==> src/rtl/level_sequencer.sv <==
// Game-flow controller: walks the player through NUM_LEVELS levels, holds every
// level in reset while switching, tracks lives and a saturating score.
module level_sequencer #(
    parameter int NUM_LEVELS        = 3,
    parameter int LIVES             = 3,
    parameter int SCORE_W           = 16,
    parameter int TRANSITION_CYCLES = 4,
    localparam int LW               = $clog2(NUM_LEVELS + 1)
) (
    input  logic                  Clk,
    input  logic                  Reset,
    input  logic                  start,
    input  logic [NUM_LEVELS-1:0] is_won_lev,
    input  logic [NUM_LEVELS-1:0] is_lost_lev,
    input  logic                  score_inc,
    input  logic [7:0]            score_amt,
    output logic [LW-1:0]         level,
    output logic                  level_reset,
    output logic [LW-1:0]         mapper_select,
    output logic [3:0]            lives,
    output logic [SCORE_W-1:0]    score,
    output logic                  game_won,
    output logic                  game_lost
);

    localparam int CNT_W = (TRANSITION_CYCLES > 1) ? $clog2(TRANSITION_CYCLES) : 1;
    localparam int SUM_W = ((SCORE_W > 8) ? SCORE_W : 8) + 1;

    localparam logic [CNT_W-1:0]   CNT_RELOAD  = CNT_W'(TRANSITION_CYCLES - 1);
    localparam logic [LW-1:0]      TITLE_SEL   = LW'(NUM_LEVELS);
    localparam logic [LW-1:0]      LAST_LEVEL  = LW'(NUM_LEVELS - 1);
    localparam logic [3:0]         LIVES_INIT  = 4'(LIVES);
    localparam logic [SCORE_W-1:0] SCORE_MAX   = '1;

    typedef enum logic [1:0] {
        IDLE = 2'd0,
        XFER = 2'd1,
        PLAY = 2'd2,
        END  = 2'd3
    } state_t;

    state_t               state_q;
    logic                 start_q;
    logic [CNT_W-1:0]     cnt_q;
    logic [LW-1:0]        level_q;
    logic [3:0]           lives_q;
    logic [SCORE_W-1:0]   score_q;
    logic                 level_reset_q;
    logic [LW-1:0]        mapper_select_q;
    logic                 won_q;
    logic                 lost_q;

    logic                 start_edge;
    logic                 cur_won;
    logic                 cur_lost;
    logic [SUM_W-1:0]     score_sum;
    logic [SCORE_W-1:0]   score_d;

    assign start_edge = start & ~start_q;
    assign cur_won    = is_won_lev[level_q];
    assign cur_lost   = is_lost_lev[level_q];

    // Widened add so the carry out of the accumulator is visible for saturation.
    always_comb begin
        score_sum = SUM_W'(score_q) + SUM_W'(score_amt);
        score_d   = score_q;
        if (score_sum > SUM_W'(SCORE_MAX)) begin
            score_d = SCORE_MAX;
        end else begin
            score_d = score_sum[SCORE_W-1:0];
        end
    end

    always_ff @(posedge Clk) begin
        if (!Reset) begin
            state_q         <= IDLE;
            start_q         <= 1'b1;
            cnt_q           <= '0;
            level_q         <= '0;
            lives_q         <= '0;
            score_q         <= '0;
            level_reset_q   <= 1'b1;
            mapper_select_q <= TITLE_SEL;
            won_q           <= 1'b0;
            lost_q          <= 1'b0;
        end else begin
            start_q <= start;
            unique case (state_q)
                IDLE: begin
                    if (start_edge) begin
                        lives_q         <= LIVES_INIT;
                        score_q         <= '0;
                        cnt_q           <= CNT_RELOAD;
                        mapper_select_q <= level_q;
                        state_q         <= XFER;
                    end
                end
                XFER: begin
                    if (cnt_q == '0) begin
                        level_reset_q <= 1'b0;
                        state_q       <= PLAY;
                    end else begin
                        cnt_q <= cnt_q - CNT_W'(1);
                    end
                end
                PLAY: begin
                    if (score_inc) begin
                        score_q <= score_d;
                    end
                    // A loss outranks a simultaneous win.
                    if (cur_lost) begin
                        level_reset_q <= 1'b1;
                        if (lives_q > 4'd1) begin
                            lives_q <= lives_q - 4'd1;
                            cnt_q   <= CNT_RELOAD;
                            state_q <= XFER;
                        end else begin
                            lives_q         <= 4'd0;
                            lost_q          <= 1'b1;
                            mapper_select_q <= TITLE_SEL;
                            state_q         <= END;
                        end
                    end else if (cur_won) begin
                        level_reset_q <= 1'b1;
                        if (level_q == LAST_LEVEL) begin
                            won_q           <= 1'b1;
                            mapper_select_q <= TITLE_SEL;
                            state_q         <= END;
                        end else begin
                            level_q         <= level_q + LW'(1);
                            mapper_select_q <= level_q + LW'(1);
                            cnt_q           <= CNT_RELOAD;
                            state_q         <= XFER;
                        end
                    end
                end
                END: begin
                    if (start_edge) begin
                        won_q   <= 1'b0;
                        lost_q  <= 1'b0;
                        level_q <= '0;
                        state_q <= IDLE;
                    end
                end
                default: state_q <= IDLE;
            endcase
        end
    end

    assign level         = level_q;
    assign level_reset   = level_reset_q;
    assign mapper_select = mapper_select_q;
    assign lives         = lives_q;
    assign score         = score_q;
    assign game_won      = won_q;
    assign game_lost     = lost_q;

endmodule

==> config.mk <==
export PLATFORM = sky130hd
export DESIGN_NAME = level_sequencer
export DESIGN_NICKNAME = d
export VERILOG_FILES = /design/src/rtl/level_sequencer.sv
export SDC_FILE = /design/constraint.sdc
export NUM_CORES = 1
export LEC_CHECK = 0
export BUFFER_PORTS_ARGS = -buffer_cell sky130_fd_sc_hd__buf_4
export CELL_PAD_IN_SITES_DETAIL_PLACEMENT = 1
export CELL_PAD_IN_SITES_GLOBAL_PLACEMENT = 2
export CORE_MARGIN = 1
export CORE_UTILIZATION = 32
export CTS_CLUSTER_DIAMETER = 50
export DETAILED_ROUTE_END_ITERATION = 10
export PLACE_DENSITY = 0.79
export SLEW_MARGIN = 10
export SYNTH_ARGS = -nofsm -noshare
export SYNTH_HDL_FRONTEND = slang
export SYNTH_SLANG_ARGS = --single-unit
==> constraint.sdc <==
create_clock -name Clk -period 3 [get_ports Clk]
set_clock_uncertainty 0.2 [all_clocks]
set_input_delay 0.15 -clock Clk [delete_from_list [all_inputs] [get_ports Clk]]
set_output_delay 0.15 -clock Clk [all_outputs]
set_load 0.02 [all_outputs]
==> impl_results.md, run 1 <==
* Sw Ratio at 0.343
* Avg Cell Area, Syn at 8.36 um^2
* Final #Nets at 332
* First-pass GRT wire length at 9870 um
* Status: finished clean
* Final Hold Fails at 0
* Worst-path fanout max at 6
* Yosys warnings at 0
* Power share of the combinational group at 0.275
* Clk pwr share at 0.314
* Hold Buf Count CTS at 3
* CTS Buf Count at 5
* Synth Area in Adders at 0.0801
* Synthesized cell area at 2120 um^2
* Met3 wire len at 213 um
* Vias/cell at 5.55
* Crit path cell chain: ha_1 -> inv_1 -> fa_1 -> nand2b_1 -> a211oi_1 -> o21ai_0 -> nor4_1 -> nor4_1
* Cell Rows at 29
* Switching power at 406 uW
* Max-Slew Margin vs Limit at 0.592
* RR Startpoint: score[0]
* Routability cong. at 0.797
* Avg WL per Cell at 15.8 um
* Clk root buf: clkbuf_8
* Pleak at 1.05 nW
* I/O pin total at 45
* Vias in the first global route at 1,987
* Worst hold path type: in2reg
* Critical Setup Path Class: reg2reg
* Clock latency on the worst-skew pair at 290 ps
* CP Data Required Time at 2970 ps
* Startpoint types: register
* Min cycle time layout at 2690 ps
* Antenna fix cells at 0
* 1st-iter DRT viols at 78
* Layout cell share with drive strength beyond 1 at 0.219
* Most used cell, CP: nor4_1
* Die ar. at 6960 um^2
* Tightest Pin Transition at 608 ps
* RSZ-0062 raised after global routing: false
* Cells on worst reg2reg path at 8
* Xor and xnor area share after synthesis at 0.0247
* Syn_nets at 285
* CP max-delay cell: a211oi_1
* Post-route ant nets at 0
* Fill cells at 809
* CTS tree: yes
* Post-Route WL at 6000 um
* Critical Path Sink Type: register
* Hold path depth at 4
* Top post-synthesis cells by area: dfxtp_1 30%, ha_1 7.1%, o21ai_0 4.7%
* Die height at 83.5 um
* Fmax achieved at 371 MHz
* Drc violations at 0
* WP data arrival at 2660 ps
* Synth Area in Simple Gates at 0.189
* Sink Count at 32
* Hold EP: score[0]
* Core area at 6390 um^2
* Syn Inst Count at 254
* DRT Pass-1 Iters at 4
* Hpwl dp at 4530 um
* Maximum clock path buffer count at 2
* Die width at 83.5 um
* PwrDens at 447 nW/um^2
* Total GRT Usage at 0.175
* Seq/Total Area, Yosys at 0.302
* Post-cts resize count at 0
* Period utilisation layout at 0.898
* Setup TNS at 0 ps
* Reg power frac at 0.410
* GR Overflow Total at 0
* H-tree levels at 2
* Hold path startpoint: score_amt[0]
* Commonest non-fill, non-tap cell in the layout: buf_4
* IO buf count at 44
* Post-layout util at 0.414
* VDD IR max at 199 uV
* Clk slew on worst S/H paths at 80 ps
* Initial antenna violation count at 0
* Post-synth ARST share at 0
* Max layer used: met4
* Commonest cells after routing, fill and taps aside: 47 x buf_4, 32 x dfxtp_1, 22 x nand2_1, 20 x o21ai_0, 16 x a21oi_1
* Number of post-CTS setup repair buffers at 0
* Max-cap violation count at 0
* Total number of vias at 2,105
* Yosys cell types at 56
* Max stage delay on crit path at 520 ps
* Synth Flop Type: dfxtp_1
* Synth Area in Compound Gates at 0.329
* Seq cells post-synth at 32
* Area growth from synthesis to layout at 24.6%
* Top-area cell type share of the netlist area at 0.302
* Initial Utilization at 0.332
* EDFF count, synth at 0
* Largest family of logic cells by synthesized area: compound AO/OA/AOI/OAI gates
* Area leader, netlist: dfxtp_1
* FF-to-FF setup slack at 310 ps
* Final setup viols at 0
* Worst R2R End: score[14]
* Met2 wire length at 2630 um
* Slew Limit Fails at 0
* Total power at 1.18 mW
* Largest net degree at the start of global routing at 21
* M1 wire length at 3090 um
* Cell-internal power at 776 uW
* Post-synthesis mux area share at 0.0277
==> worst max-delay path: cells and delay by family, from the launching register on <==
kind                       cells  cell delay, ps
buffers and inverters          1              60
and+or+nand+nor                3             570
AOI/OAI and AO/OA              2             790
adders and majority gates      2             590
DFF                            1             350
==> worst max path at each step <==
stage,startpoint,end,slack [ps]
detailed placement,score[0],score[11],290
global placement,score[0],score[11],380
finish,score[0],score[14],310
floorplan,score[0],score[8],450
CTS,score[0],score[11],260
global route,score[0],score[14],20
==> synth_stat cells, drive strengths merged (5+ instances only) <==
cell / instances
nand2: 22
dfxtp: 32
a21o: 7
inv: 11
clkbuf: 5
o211ai: 9
ha: 12
a21oi: 16
a211oi: 7
nand2b: 5
nor2: 15
o21ai: 20
nand3: 9
buf: 5
==> kinds of logic after synthesis <==
kind of cell             Yosys count
AO/OA/AOI/OAI                     99
AND/OR/NAND/NOR                   78
flip-flops                        32
buffers and inverters             22
adder cells (fa/ha/maj)           13
XOR/XNOR                           6
multiplexers                       4
==> state kept, by name, indices dropped and copies added, names as in the netlist <==
| signal | count |
|---|---|
| level | 2 |
| state_q | 2 |
| start_q | 1 |
| lives | 4 |
| game_won | 1 |
| mapper_select | 2 |
| level_reset | 1 |
| game_lost | 1 |
| score | 16 |
| cnt_q | 2 |
==> cell type report <==
cell class / count / area [um^2] / share of cell area
clock inverters: 2 / 15.0 / 0.00568
inverters: 12 / 45.0 / 0.0170
clock buffers: 6 / 82.6 / 0.0312
flip-flops and latches: 32 / 641 / 0.242
well taps: 77 / 96.3 / 0.0364
multi-input cells: 200 / 1380 / 0.523
repair buffers: 50 / 383 / 0.145
==> through the flow <==
stage	area, um^2	std cells	setup slack, ps	hold WS, ps
3_3_place_gp	2520	368	376	152
4_1_cts	2650	379	262	77.1
3_5_place_dp	2520	368	286	158
2_1_floorplan	2120	254	451	51.5
5_1_grt	2650	379	22.6	121
6_report	2650	379	306	78.8
==> routing by layer <==
metal / track usage / vias to the layer above
li1: - / 1057
met1: 0.252 / 1008
met2: 0.265 / 34
met3: 0.0346 / 6
met4: 0.0462 / 0
met5: 0 / -
==> power groups by stage <==
stage          Sequential, mW  Clock (mW)  Combinational [mW]
2_1_floorplan           0.502           0               0.217
3_3_place_gp            0.495           0               0.320
3_5_place_dp            0.495           0               0.325
4_1_cts                 0.486       0.383               0.329
5_1_grt                 0.491       0.400               0.363
6_report                0.485       0.371               0.325
No activity file was read; power rests on OpenSTA's default activity.
==> run 2, diff against run 1 <==
--- a/config.mk
+++ b/config.mk
@@ -13,6 +13,7 @@
 export CTS_CLUSTER_DIAMETER = 50
 export DETAILED_ROUTE_END_ITERATION = 10
 export PLACE_DENSITY = 0.79
+export RECOVER_POWER = 50
 export SLEW_MARGIN = 10
 export SYNTH_ARGS = -nofsm -noshare
 export SYNTH_HDL_FRONTEND = slang
==> run 2 against run 1 <==
Design area decreased by 4.0%; global-route usage unchanged; critical path depth unchanged; sequential power about the same; power decreased by 1.0%; die area unchanged; register-to-register slack about the same; non-clock buffer count unchanged; highest routed layer unchanged.
==> impl_results.md, run 2 (synthesis gave the netlist of run 1 again) <==
* Status: finished clean (unchanged)
* Area growth from synthesis to layout at 19.6% (was 24.6%)
* Drc violations at 0 (unchanged)
* CP Capture Point: score[14] (unchanged)
* Total power at 1.17 mW (was 1.18 mW)
* Max FFs per register at 16 (unchanged)
* DP Worst Slack at 286 ps (unchanged)
* Max-cap violation count at 0 (unchanged)
* Worst-path fanout max at 6 (unchanged)
* Die width at 83.5 um (unchanged)
* Vias/cell at 5.56 (was 5.55)
* CTS Buf Count at 5 (unchanged)
* Tightest Pin Transition at 888 ps (was 608 ps)
* Largest delay share family, worst path: compound AO/OA/AOI/OAI gates (unchanged)
* Cells on worst reg2reg path at 8 (unchanged)
* Post-cts resize count at 0 (unchanged)
* Maximum clock path buffer count at 2 (unchanged)
* CP Depth at 8 (unchanged)
* Area taken by multi-input logic gates at 1380 um^2 (unchanged)
* Die ar. at 6960 um^2 (unchanged)
* Layout cell share with drive strength beyond 1 at 0.126 (was 0.219)
* Initial Utilization at 0.332 (unchanged)
* H-tree levels at 2 (unchanged)
* Vias in the first global route at 1,987 (unchanged)
* CP Data Required Time at 2970 ps (about the same)
* Most used cell, CP: nor4_1 (unchanged)
* Largest net degree at the start of global routing at 21 (unchanged)
* DRT Pass-1 Iters at 4 (unchanged)
* Final #Nets at 332 (unchanged)
* Cell Rows at 29 (unchanged)
* Setup TNS at 0 ps (unchanged)
* Met3 GRT Util at 0.0346 (unchanged)
* Crit path cell chain: ha_1 -> inv_1 -> fa_1 -> nand2b_1 -> a211oi_1 -> o21ai_0 -> nor4_1 -> nor4_1 (unchanged)
* PwrDens at 460 nW/um^2 (was 447 nW/um^2)
* Reg area at 641 um^2 (unchanged)
* I/O pin total at 45 (unchanged)
* Final Hold Fails at 0 (unchanged)
* Final setup margin at 305 ps (was 306 ps)
* GR Overflow Total at 0 (unchanged)
* Clk root buf: clkbuf_8 (unchanged)
* Critical Path Sink Type: register (unchanged)
* VDD IR max at 198 uV (was 199 uV)
* Worst R2R End: score[14] (unchanged)
* Sw Ratio at 0.349 (was 0.343)
* Fill cells at 814 (was 809)
* Startpoint types: register (unchanged)
* Buf/Inv on CP at 1 (unchanged)
* Sink Count at 32 (unchanged)
* Avg WL per Cell at 15.8 um (about the same)
* Reg power frac at 0.414 (was 0.410)
* Busiest grt layer: met2 (unchanged)
* Initial antenna violation count at 0 (unchanged)
* Post-Route WL at 6010 um (was 6000 um)
* RSZ-0062 raised after global routing: false (unchanged)
* RR Startpoint: score[0] (unchanged)
* 1st-iter DRT viols at 91 (was 78)
* FF-to-FF setup slack at 310 ps (about the same)
* Routability cong. at 0.797 (unchanged)
* CP max-delay cell: a211oi_1 (unchanged)
* Design Area, Final at 2540 um^2 (was 2650 um^2)
* First-pass GRT wire length at 9870 um (unchanged)
* Core area at 6390 um^2 (unchanged)
* Period utilisation layout at 0.898 (about the same)
* Clk pwr share at 0.319 (was 0.314)
* Commonest cells after routing, fill and taps aside: 32 x dfxtp_1, 28 x clkbuf_1, 22 x nand2_1, 20 x o21ai_0, 19 x buf_4 (was 47 x buf_4, 32 x dfxtp_1, 22 x nand2_1, 20 x o21ai_0, 16 x a21oi_1)
* Critical Setup Path Class: reg2reg (unchanged)
* Total GRT Usage at 0.175 (unchanged)
* Antenna fix cells at 0 (unchanged)
* M2 GR Usage at 0.265 (unchanged)
* Worst hold path type: in2reg (unchanged)
* Final setup viols at 0 (unchanged)
* IO buf count at 44 (unchanged)
* Max-Slew Margin vs Limit at 0.408 (was 0.592)
* Slew Limit Fails at 0 (unchanged)
* Switching power at 408 uW (was 406 uW)
* Cell-internal power at 762 uW (was 776 uW)
* Pleak at 0.933 nW (was 1.05 nW)
* Clk slew on worst S/H paths at 80 ps (about the same)
* Final hold slack at 76.6 ps (was 78.8 ps)
* Met1 Use GR at 0.252 (unchanged)
* Die height at 83.5 um (unchanged)
* Post-route ant nets at 0 (unchanged)
* Total number of vias at 2,108 (was 2,105)
* WP data arrival at 2660 ps (about the same)
* Area of placed instances at 2520 um^2 (unchanged)
* CTS tree: yes (unchanged)
* Hpwl dp at 4530 um (unchanged)
* Worst Setup SP: score[0] (unchanged)
* Min cycle time layout at 2690 ps (about the same)
* Commonest non-fill, non-tap cell in the layout: dfxtp_1 (was buf_4)
* Max stage delay on crit path at 520 ps (about the same)
* Power share of the combinational group at 0.266 (was 0.275)
* Fmax achieved at 371 MHz (about the same)
* Hold Buf Count CTS at 3 (unchanged)
* Clock latency on the worst-skew pair at 290 ps (about the same)
* Number of post-CTS setup repair buffers at 0 (unchanged)
-- run 2: cell types whose count changed in the layout (fill, tap and decap cells not counted) --
cell	previous run	this run
buf_4	47	19
clkbuf_1	0	28
-- run 2: per-layer routing --
| metal | wire [um] | part of all wire | vias to the layer above |
|---|---|---|---|
| met2 | 2630 | 0.44 | 33 |
| met1 | 3130 | 0.52 | 1012 |
| li1 | - | - | 1057 |
| met5 | 0 | 0 | - |
| met4 | 62 | 0.010 | 0 |
| met3 | 181 | 0.030 | 6 |
-- run 2: final cells by class --
cell class,instances,area share
repair buffers,50,0.109
clock buffers,6,0.0325
inverters,12,0.0177
flip-flops and latches,32,0.252
clock inverters,2,0.00591
multi-input cells,200,0.544
well taps,77,0.0379
-- run 2: worst min-delay path by stage --
stage                      start  endpoint  slack (ps)  cells after the start
floorplan                  start   start_q          50                      1
global placement           start   start_q         150                      2
detailed placement         start   start_q         160                      2
CTS                 score_amt[0]  score[0]          80                      4
global route        score_amt[0]  score[0]         120                      4
finish              score_amt[0]  score[0]          80                      4
-- run 2: worst reg2reg max path, cell delays in order, from the launching register on --
cell and delay, ps:
dfxtp_1 350, ha_1 200, inv_1 60, fa_1 390
nand2b_1 180, a211oi_1 520, o21ai_0 270, nor4_1 320
nor4_1 70
-- run 2: power by group through the flow --
| stage | Combinational [mW] | Clock, mW | Sequential [mW] |
|---|---|---|---|
| CTS | 0.329 | 0.383 | 0.486 |
| floorplan | 0.217 | 0 | 0.502 |
| global route | 0.349 | 0.400 | 0.490 |
| detailed placement | 0.325 | 0 | 0.495 |
| finish | 0.312 | 0.373 | 0.485 |
| global placement | 0.320 | 0 | 0.495 |
-- run 2: per-stage QoR --
stage / instances / utilization
floorplan: 254 / -
global placement: 368 / 0.394
detailed placement: 368 / 0.394
CTS: 379 / 0.414
global route: 379 / 0.398
finish: 379 / 0.398
==> run 3, diff against run 2 <==
--- a/config.mk
+++ b/config.mk
@@ -8,6 +8,7 @@
 export BUFFER_PORTS_ARGS = -buffer_cell sky130_fd_sc_hd__buf_4
 export CELL_PAD_IN_SITES_DETAIL_PLACEMENT = 1
 export CELL_PAD_IN_SITES_GLOBAL_PLACEMENT = 2
+export CORE_ASPECT_RATIO = 2
 export CORE_MARGIN = 1
 export CORE_UTILIZATION = 32
 export CTS_CLUSTER_DIAMETER = 50
==> run 3 against run 2 <==
Critical endpoint unchanged; largest cell class unchanged; combinational power about the same; global-route usage grew 3.9 points; cell count rose by 2.6%; flip-flop and latch count unchanged; register-to-register slack improved by 150 ps; design area grew 2.9%; largest power group is now the clock network; non-clock buffer count is 1 higher; sequential power grew 2%; clock-buffer cell count unchanged; critical path type unchanged; hold slack lost 5.7 ps; via count up 2.8%.
==> impl_results.md, run 3 (synthesis gave the netlist of run 1 again) <==
* Clock latency on the worst-skew pair at 280 ps (was 290 ps)
* Cell Rows at 41 (was 29)
* Critical Setup Path Class: reg2reg (unchanged)
* Clk slew on worst S/H paths at 60 ps (was 80 ps)
* WP data arrival at 2480 ps (was 2660 ps)
* GR Overflow Total at 0 (unchanged)
* Max FFs per register at 16 (unchanged)
* CTS tree: yes (unchanged)
* Largest delay share family, worst path: simple AND/OR/NAND/NOR gates (was compound AO/OA/AOI/OAI gates)
* Setup TNS at 0 ps (unchanged)
* Final Hold Fails at 0 (unchanged)
* Initial Utilization at 0.334 (was 0.332)
* Die height at 117 um (was 83.5 um)
* First-pass GRT wire length at 11,100 um (was 9870 um)
* Post-route ant nets at 0 (unchanged)
* Sink Count at 32 (unchanged)
* Vias/cell at 5.57 (was 5.56)
* Commonest non-fill, non-tap cell in the layout: dfxtp_1 (unchanged)
* Clk pwr share at 0.391 (was 0.319)
* DRT Pass-1 Iters at 4 (unchanged)
* Commonest cells after routing, fill and taps aside: 32 x dfxtp_1, 27 x clkbuf_1, 22 x nand2_1, 21 x buf_4, 20 x o21ai_0 (was 32 x dfxtp_1, 28 x clkbuf_1, 22 x nand2_1, 20 x o21ai_0, 19 x buf_4)
* Final setup margin at 458 ps (was 305 ps)
* Crit path cell chain: ha_1 -> inv_1 -> fa_1 -> nand2b_1 -> a211oi_1 -> buf_4 -> o21ai_0 -> nor4_1 -> nor4_1 (was ha_1 -> inv_1 -> fa_1 -> nand2b_1 -> a211oi_1 -> o21ai_0 -> nor4_1 -> nor4_1)
* Min cycle time layout at 2540 ps (was 2690 ps)
* Layout cell share with drive strength beyond 1 at 0.129 (was 0.126)
* CTS Buf Count at 5 (unchanged)
* Fmax achieved at 393 MHz (was 371 MHz)
* Max-Slew Margin vs Limit at 0.599 (was 0.408)
* Drc violations at 0 (unchanged)
* Pleak at 0.975 nW (was 0.933 nW)
* Maximum clock path buffer count at 2 (unchanged)
* Initial antenna violation count at 0 (unchanged)
* Die width at 59.6 um (was 83.5 um)
* Post-layout util at 0.411 (was 0.398)
* Final #Nets at 333 (was 332)
* H-tree levels at 2 (unchanged)
* I/O pin total at 45 (unchanged)
* Max stage delay on crit path at 390 ps (was 520 ps)
* Routability cong. at 0.834 (was 0.797)
* Total GRT Usage at 0.214 (was 0.175)
* CP Data Required Time at 2940 ps (was 2970 ps)
* Period utilisation layout at 0.847 (was 0.898)
* Max-cap violation count at 0 (unchanged)
* Hpwl dp at 5350 um (was 4530 um)
* Worst hold path type: in2reg (unchanged)
* Sw Ratio at 0.314 (was 0.349)
* Cell-internal power at 904 uW (was 762 uW)
* Slew Limit Fails at 0 (unchanged)
* Vias in the first global route at 2,229 (was 1,987)
* Total number of vias at 2,167 (was 2,108)
* Most used cell, CP: nor4_1 (unchanged)
* Hold Buf Count CTS at 3 (unchanged)
* Largest net degree at the start of global routing at 21 (unchanged)
* Final setup viols at 0 (unchanged)
* Buf/Inv on CP at 2 (was 1)
* RSZ-0062 raised after global routing: false (unchanged)
* Area of placed instances at 2540 um^2 (was 2520 um^2)
* Tightest Pin Transition at 600 ps (was 888 ps)
* Antenna fix cells at 0 (unchanged)
* Fill cells at 821 (was 814)
* IO buf count at 44 (unchanged)
* Power share of the combinational group at 0.235 (was 0.266)
* DP Worst Slack at 450 ps (was 286 ps)
* 1st-iter DRT viols at 91 (unchanged)
* Startpoint types: register (unchanged)
* Avg WL per Cell at 17.4 um (was 15.8 um)
* PwrDens at 504 nW/um^2 (was 460 nW/um^2)
* Status: finished clean (unchanged)
* Design Area, Final at 2610 um^2 (was 2540 um^2)
* Clk root buf: clkbuf_16 (was clkbuf_8)
* Core area at 6360 um^2 (was 6390 um^2)
* VDD IR max at 269 uV (was 198 uV)
* Post-Route WL at 6770 um (was 6010 um)
* Post-cts resize count at 0 (unchanged)
* Number of post-CTS setup repair buffers at 0 (unchanged)
* Worst-path fanout max at 6 (unchanged)
* Reg power frac at 0.374 (was 0.414)
* Switching power at 414 uW (was 408 uW)
* Area growth from synthesis to layout at 23.1% (was 19.6%)
* Critical Path Sink Type: register (unchanged)
* CP max-delay cell: fa_1 (was a211oi_1)
* Die ar. at 6980 um^2 (was 6960 um^2)
[run 3: cell count changes in the layout (fill, tap and decap cells not counted), sizes merged]
cell / delta
buf: +2
clkbuf: -1
clkinv: +2
clkinvlp: -2
[run 3: final cells by class]
| type | count | area (um^2) | share of cell area |
|---|---|---|---|
| Multi-Input combinational cell | 200 | 1380 | 0.529 |
| Sequential cell | 32 | 641 | 0.245 |
| Timing Repair Buffer | 51 | 289 | 0.111 |
| Clock buffer | 6 | 139 | 0.0531 |
| Tap cell | 86 | 108 | 0.0412 |
| Inverter | 12 | 45.0 | 0.0172 |
| Clock inverter | 2 | 10.0 | 0.00383 |
[run 3: path summary, 6_finish.rpt]
kind | startpoint | endpoint | slack, ps | cells past startpoint
setup reg to reg | score[0] | score[14] | 460 | 9
setup / recovery | score[0] | score[14] | 460 | 9
hold reg to reg | game_lost | game_lost | 280 | 2
hold / removal | score_amt[0] | score[0] | 70 | 4
[run 3: through the flow]
stage / instances / power (mW) / hold WS, ps
2_1_floorplan: 254 / 0.719 / 51.5
3_3_place_gp: 378 / 0.822 / 160
3_5_place_dp: 378 / 0.827 / 171
4_1_cts: 389 / 1.35 / 78.9
5_1_grt: 389 / 1.39 / 109
6_report: 389 / 1.32 / 70.8
[run 3: power by group through the flow]
stage | Clock, mW | Sequential [mW] | Combinational, mW
after floorplan | 0 | 0.502 | 0.217
after global placement | 0 | 0.502 | 0.320
after detailed placement | 0 | 0.503 | 0.324
after CTS | 0.527 | 0.494 | 0.330
after global routing | 0.542 | 0.499 | 0.347
final | 0.515 | 0.493 | 0.310
[run 3: tightest hold or removal path, stage by stage]
cell and delay (ps):
buf_4 80, ha_1 120, a21oi_1 40, o21ai_0 130
[run 3: routing by layer]
metal | routed length [um] | track usage | up-vias
met5 | 0 | 0 | -
met4 | 223 | 0.0961 | 0
met3 | 141 | 0.0231 | 14
met2 | 3970 | 0.428 | 44
met1 | 2430 | 0.208 | 1053
li1 | - | - | 1056
